--- config.mk ---
export PLATFORM = sky130hd
export DESIGN_NAME = div_unit
export DESIGN_NICKNAME = d
export VERILOG_FILES = /design/src/rtl/div_pkg.sv /design/src/rtl/div_abs_neg.sv /design/src/rtl/div_unit.sv
export SDC_FILE = /design/constraint.sdc
export NUM_CORES = 1
export LEC_CHECK = 0
export CAP_MARGIN = 20
export CORE_ASPECT_RATIO = 0.9
export CORE_MARGIN = 1.5
export CORE_UTILIZATION = 58
export DETAILED_ROUTE_END_ITERATION = 8
export PLACE_DENSITY = 0.93
export REMOVE_ABC_BUFFERS = 1
export SYNTH_ARGS = -nofsm -noshare
export SYNTH_HDL_FRONTEND = slang
export SYNTH_HIERARCHICAL = 1
export SYNTH_SLANG_ARGS = --single-unit
--- constraint.sdc ---
create_clock -name clk -period 4.2 [get_ports clk]
set_clock_uncertainty 0.15 [all_clocks]
set_input_delay 0.42 -clock clk [delete_from_list [all_inputs] [get_ports clk]]
set_output_delay 0.42 -clock clk [all_outputs]
set_load 0.02 [all_outputs]
--- src/rtl/div_pkg.sv ---
// rtl/div_pkg.sv - shared types and constants for the iterative divider
package div_pkg;

    localparam int DIV_WIDTH = 32;
    localparam int CNT_W     = $clog2(DIV_WIDTH);

    // Quotient returned on divide-by-zero, for both DIV and DIVU
    localparam logic [DIV_WIDTH-1:0] DIVZ_QUO = '1;

    typedef enum logic [1:0] {
        S_IDLE,
        S_DIV,
        S_FIX,
        S_DONE
    } div_state_e;

endpackage

--- src/rtl/div_abs_neg.sv ---
// rtl/div_abs_neg.sv - conditional two's-complement negate
module div_abs_neg #(
    parameter int WIDTH = 32
) (
    input  logic [WIDTH-1:0] value_i,
    input  logic             negate_i,
    output logic [WIDTH-1:0] value_o
);

    assign value_o = negate_i ? (~value_i + 1'b1) : value_i;

endmodule

--- src/rtl/div_unit.sv ---
// rtl/div_unit.sv - radix-2 restoring divider for DIV/DIVU with pipeline stall
module div_unit
    import div_pkg::*;
#(
    parameter int WIDTH = DIV_WIDTH
) (
    input  logic               clk,
    input  logic               rst,
    input  logic               start,
    input  logic               signed_div,
    input  logic [WIDTH-1:0]   a,
    input  logic [WIDTH-1:0]   b,
    input  logic               annul,
    output logic               stall,
    output logic               ready,
    output logic [2*WIDTH-1:0] result
);

    div_state_e         state_q;
    logic [CNT_W-1:0]   cnt_q;
    logic [WIDTH-1:0]   rem_q, quo_q, dvs_q;
    logic [WIDTH-1:0]   rem_d, quo_d;
    logic               qneg_q, rneg_q;
    logic [2*WIDTH-1:0] result_q;
    logic               ready_q;

    logic               a_neg, b_neg;
    logic [WIDTH-1:0]   a_mag, b_mag, quo_fix, rem_fix;
    logic [WIDTH:0]     shifted, trial;
    logic               borrow;

    assign a_neg = signed_div & a[WIDTH-1];
    assign b_neg = signed_div & b[WIDTH-1];

    div_abs_neg #(.WIDTH(WIDTH)) u_abs_a (.value_i(a),     .negate_i(a_neg),  .value_o(a_mag));
    div_abs_neg #(.WIDTH(WIDTH)) u_abs_b (.value_i(b),     .negate_i(b_neg),  .value_o(b_mag));
    div_abs_neg #(.WIDTH(WIDTH)) u_fix_q (.value_i(quo_q), .negate_i(qneg_q), .value_o(quo_fix));
    div_abs_neg #(.WIDTH(WIDTH)) u_fix_r (.value_i(rem_q), .negate_i(rneg_q), .value_o(rem_fix));

    // Remainder stays below the divisor, so the top bit of the trial result is the borrow
    assign shifted = {rem_q, quo_q[WIDTH-1]};
    assign trial   = shifted - {1'b0, dvs_q};
    assign borrow  = trial[WIDTH];
    assign rem_d   = borrow ? shifted[WIDTH-1:0] : trial[WIDTH-1:0];
    assign quo_d   = {quo_q[WIDTH-2:0], ~borrow};

    always_ff @(posedge clk) begin
        if (rst) begin
            state_q  <= S_IDLE;
            cnt_q    <= '0;
            rem_q    <= '0;
            quo_q    <= '0;
            dvs_q    <= '0;
            qneg_q   <= 1'b0;
            rneg_q   <= 1'b0;
            result_q <= '0;
            ready_q  <= 1'b0;
        end else if (annul) begin
            state_q <= S_IDLE;
            ready_q <= 1'b0;
        end else begin
            case (state_q)
                S_IDLE: begin
                    ready_q <= 1'b0;
                    if (start) begin
                        if (b == '0) begin
                            result_q <= {a, DIVZ_QUO};
                            ready_q  <= 1'b1;
                            state_q  <= S_DONE;
                        end else begin
                            qneg_q  <= a_neg ^ b_neg;
                            rneg_q  <= a_neg;
                            quo_q   <= a_mag;
                            dvs_q   <= b_mag;
                            rem_q   <= '0;
                            cnt_q   <= '0;
                            state_q <= S_DIV;
                        end
                    end
                end
                S_DIV: begin
                    rem_q <= rem_d;
                    quo_q <= quo_d;
                    cnt_q <= cnt_q + 1'b1;
                    if (cnt_q == CNT_W'(WIDTH - 1)) begin
                        state_q <= S_FIX;
                    end
                end
                S_FIX: begin
                    result_q <= {rem_fix, quo_fix};
                    ready_q  <= 1'b1;
                    state_q  <= S_DONE;
                end
                S_DONE: begin
                    ready_q <= 1'b0;
                    state_q <= S_IDLE;
                end
                default: begin
                    ready_q <= 1'b0;
                    state_q <= S_IDLE;
                end
            endcase
        end
    end

    // Released in DONE so the requesting stage advances in the ready cycle
    assign stall  = start & (state_q != S_DONE) & ~annul;
    assign ready  = ready_q;
    assign result = result_q;

endmodule

==> results by group <==
Final layout
  – Reg area: approximately 0.0034 mm^2
  – Layout Nets: 1624
  – Final core occ: 70.0%
  – Area growth, synth to finish: 18.3%
  – Area of the multi-input gates: 0.00775 mm^2
  – Number of fill cells: about 1400
  – Share of post-route cells with drive strength above 1: 7.62%
  – Inserted Diodes: 0

Clock tree
  – CTS root buf: clkbuf_16
  – Worst-skew pair later-pin latency: 0.44 ns
  – H-tree levels: 4
  – CTS Buf Count: 17
  – Clock Path Buffers: 2
  – Sinks on the clock net: 170
  – CTS clock-pin slew for the worst setup and hold paths: about 0.070 ns
  – CTS tree: done

Pwr
  – P per Cell Area: 313 mW/mm^2
  – Final total power: 4.37 mW
  – Static leakage: 5.00 nW
  – Peak supply drop: between 0.2 and 0.25 mV

GRT
  – Largest net degree at the start of global routing: 90
  – Vias in the first global route: 10700
  – Initial antenna violation count: 1
  – Total GRT Usage: 29.4%
  – First-pass GRT wire length: just over 50000 um
  – Total gr overflow: 0

Yosys
  – EDFF count, synth: 0
  – Synthesized flop and latch total: between 150 and 200
  – Count leader, synth: dfxtp_1
  – Yosys warnings: 6
  – Post-synth top flop: dfxtp_1
  – Synth top area share: 28.9%
  – Post-synth ARST share: 0%
  – Synth area leaders: dfxtp_1 (29%), xnor2_1 (10%), ha_1 (4.7%)
  – Netlist Area Pre-Place: 0.0118 mm^2
  – Unique masters post-synth: 67
  – Mean Syn Cell Area: 8.33 um^2
  – Post-synthesis sequential area ratio: between 20% and 30%
  – Synth area leader: dfxtp_1
  – Synthesized instance count: 1416
  – Synth cell count leaders: dfxtp_1 (170), nor2_1 (145), xnor2_1 (135), nand2_1 (130), inv_1 (82)

Worst setup path
  – Crit Reg-Reg Startpoint: quo_q[31]$_SDFFE_PP0P_
  – Reg2reg path depth: 13
  – CP required: between 4 and 5 ns
  – Critical Path AT: 4.09 ns
  – Critical path class: register to register
  – Worst setup EP type: register
  – Reg2reg setup slack: 0.34 ns
  – Crit path launch type: register
  – Max Fanout on Critical Path: 27
  – R2R Path End: rem_q[6]$_SDFFE_PP0P_

Floorplanning
  – Initial core utilization: 59.2%
  – I/O pin total: between 100 and 150
  – Placeable Area: between 0.015 and 0.02 mm^2
  – Die Ht: 138 um
  – Row Count: 49
  – Die area: between 0.02 and 0.025 mm^2
  – Die Wd: between 150 and 200 um

Timing
  – Final Cycle Share: 92.0%
  – Peak Freq: ~0.26 GHz
  – Min cycle time layout: 3.86 ns
  – RSZ-0062 raised after global routing: no
  – Slew @ Worst Pin: 1.07 ns
  – # setup viols final: 0
  – Final hold violation count: 0
  – Count of pins over their slew limit: 0
  – Relative slew slack: 28.7%

Worst hold path
  – Min-delay src: dvs_q[24]$_SDFFE_PP0P_
  – Worst hold endpoint: dvs_q[24]$_SDFFE_PP0P_
  – Hold crit path type: register to register
  – Hold Path Stages: 2

Run status
  – Status: finished with violations
  – Failing checks: design-rule violations

Placed design
  – Routability Congestion: 0.970
  – Post-detail-place hpwl: 22800 um
  – Port Buffers: 134

Drt
  – DR vias: 11300
  – WL per Instance: 17.8 um
  – DR vias/cell: 6.38
  – Remaining DRCs: 13
  – DRT Pass-1 Iters: 9
  – Detail Route Antenna Nets: 0
  – Iteration-0 DRC Markers: 1316
  – Final Routed Wirelength: roughly 32000 um

Job
  – Max Cap Viol: 0
-- repair_timing --
| item | CTS | global route |
|---|---|---|
| hold buffers | 0 | 0 |
| buffers inserted | 0 | 0 |
| resized for setup | 0 | 1 |
| setup endpoints to repair | 0 | 1 |
-- where the power goes --
| part | internal [mW] | switching (mW) | leakage (nW) |
|---|---|---|---|
| Clock | 0.884 | 0.691 | 0.267 |
| Sequential | 1.67 | 0.0768 | 1.38 |
| Combinational | 0.445 | 0.606 | 3.35 |
-- routing by layer --
metal	part of all wire, %	GRT usage (%)	wire, um
met5	0	0	0
met4	3.3	13.4	1050
met3	8.0	4.83	2530
met2	48	50.6	15100
met1	41	36.2	13000
-- final cells by class --
| type | instances | area share [%] |
|---|---|---|
| clock buffers | 17 | 3.05 |
| well taps | 255 | 2.29 |
| repair buffers | 162 | 11.3 |
| multi-input cells | 1077 | 55.5 |
| flip-flops and latches | 170 | 24.4 |
| clock inverters | 15 | 1.18 |
| inverters | 82 | 2.21 |
-- cell usage in the layout (no fill, tap or decap), types with 5 or more instances in the layout --
cell type        count
o31ai_1             33
or2b_1               8
and3_1               8
or3_1                5
mux2i_1             55
a21oi_1             66
nand3_1             23
nand2_1            130
xnor2_1            135
ha_1                43
o21bai_1             8
nor2b_1              9
nor4_4              16
nand4_1             20
nor3_1              17
a222oi_1            10
clkinvlp_4           7
o41ai_1             20
clkbuf_16           17
o41ai_2             16
inv_1               82
nand2b_1            16
nor4_1              16
and2_1              10
xor2_1              14
buf_4               27
clkdlybuf4s50_1    133
a221o_1             30
o21ai_0             53
a21o_1              23
a211oi_1            60
nor2_1             145
a311oi_1            32
dfxtp_1            170
o211ai_1             5
-- sequential cells by signal (all words and copies together), names as in the netlist, 2 cells and up --
register and flops:
cnt_q 5, dvs_q 32, quo_q 32, rem_q 32
result 64, state_q 2
-- critical path, cell delays in order (launching register included) --
cell and delay (ns):
dfxtp_1 0.40, inv_1 0.10, ha_1 0.18, inv_1 0.06, fa_1 0.43, a211oi_2 0.31
o21ai_2 0.16, a41oi_2 0.24, o211ai_1 0.19, and4b_4 0.25, o21ai_1 0.34, nand3_4 0.37
a221oi_1 0.44, a221o_1 0.18
-- logic make-up after synthesis --
logic type | Yosys count | share of synthesized area [%]
xor gates and xnor gates | 149 | 11.1
muxes | 55 | 4.67
adders and majority gates | 45 | 4.84
DFF | 170 | 28.9
buffers and inverters | 169 | 5.68
AOI/OAI and AO/OA | 381 | 24.5
and+or+nand+nor | 447 | 20.4
-- how the worst max path moves through the flow --
stage,startpoint,end,cells after the start
floorplan,state_q[0]$_SDFFE_PP0P_,result[0]$_SDFFE_PP0P_,5
global placement,quo_q[31]$_SDFFE_PP0P_,rem_q[6]$_SDFFE_PP0P_,13
detailed placement,quo_q[31]$_SDFFE_PP0P_,rem_q[6]$_SDFFE_PP0P_,13
CTS,quo_q[31]$_SDFFE_PP0P_,rem_q[6]$_SDFFE_PP0P_,13
global route,quo_q[31]$_SDFFE_PP0P_,rem_q[6]$_SDFFE_PP0P_,13
finish,quo_q[31]$_SDFFE_PP0P_,rem_q[6]$_SDFFE_PP0P_,13
-- per-stage QoR --
| stage | setup WS (ns) | setup TNS (ns) | std cells | cell area (um^2) | hold WS (ns) |
|---|---|---|---|---|---|
| after floorplan | -3.57 | -222.41 | 1329 | 11400 | 0.280 |
| after global placement | 0.513 | 0 | 1745 | 13300 | 0.293 |
| after detailed placement | 0.399 | 0 | 1745 | 13300 | 0.297 |
| after CTS | 0.212 | 0 | 1777 | 13900 | 0.306 |
| after global routing | 0.211 | 0 | 1778 | 13900 | 0.325 |
| final | 0.335 | 0 | 1778 | 13900 | 0.304 |
Note: power is estimated with default switching activity, not from simulation.
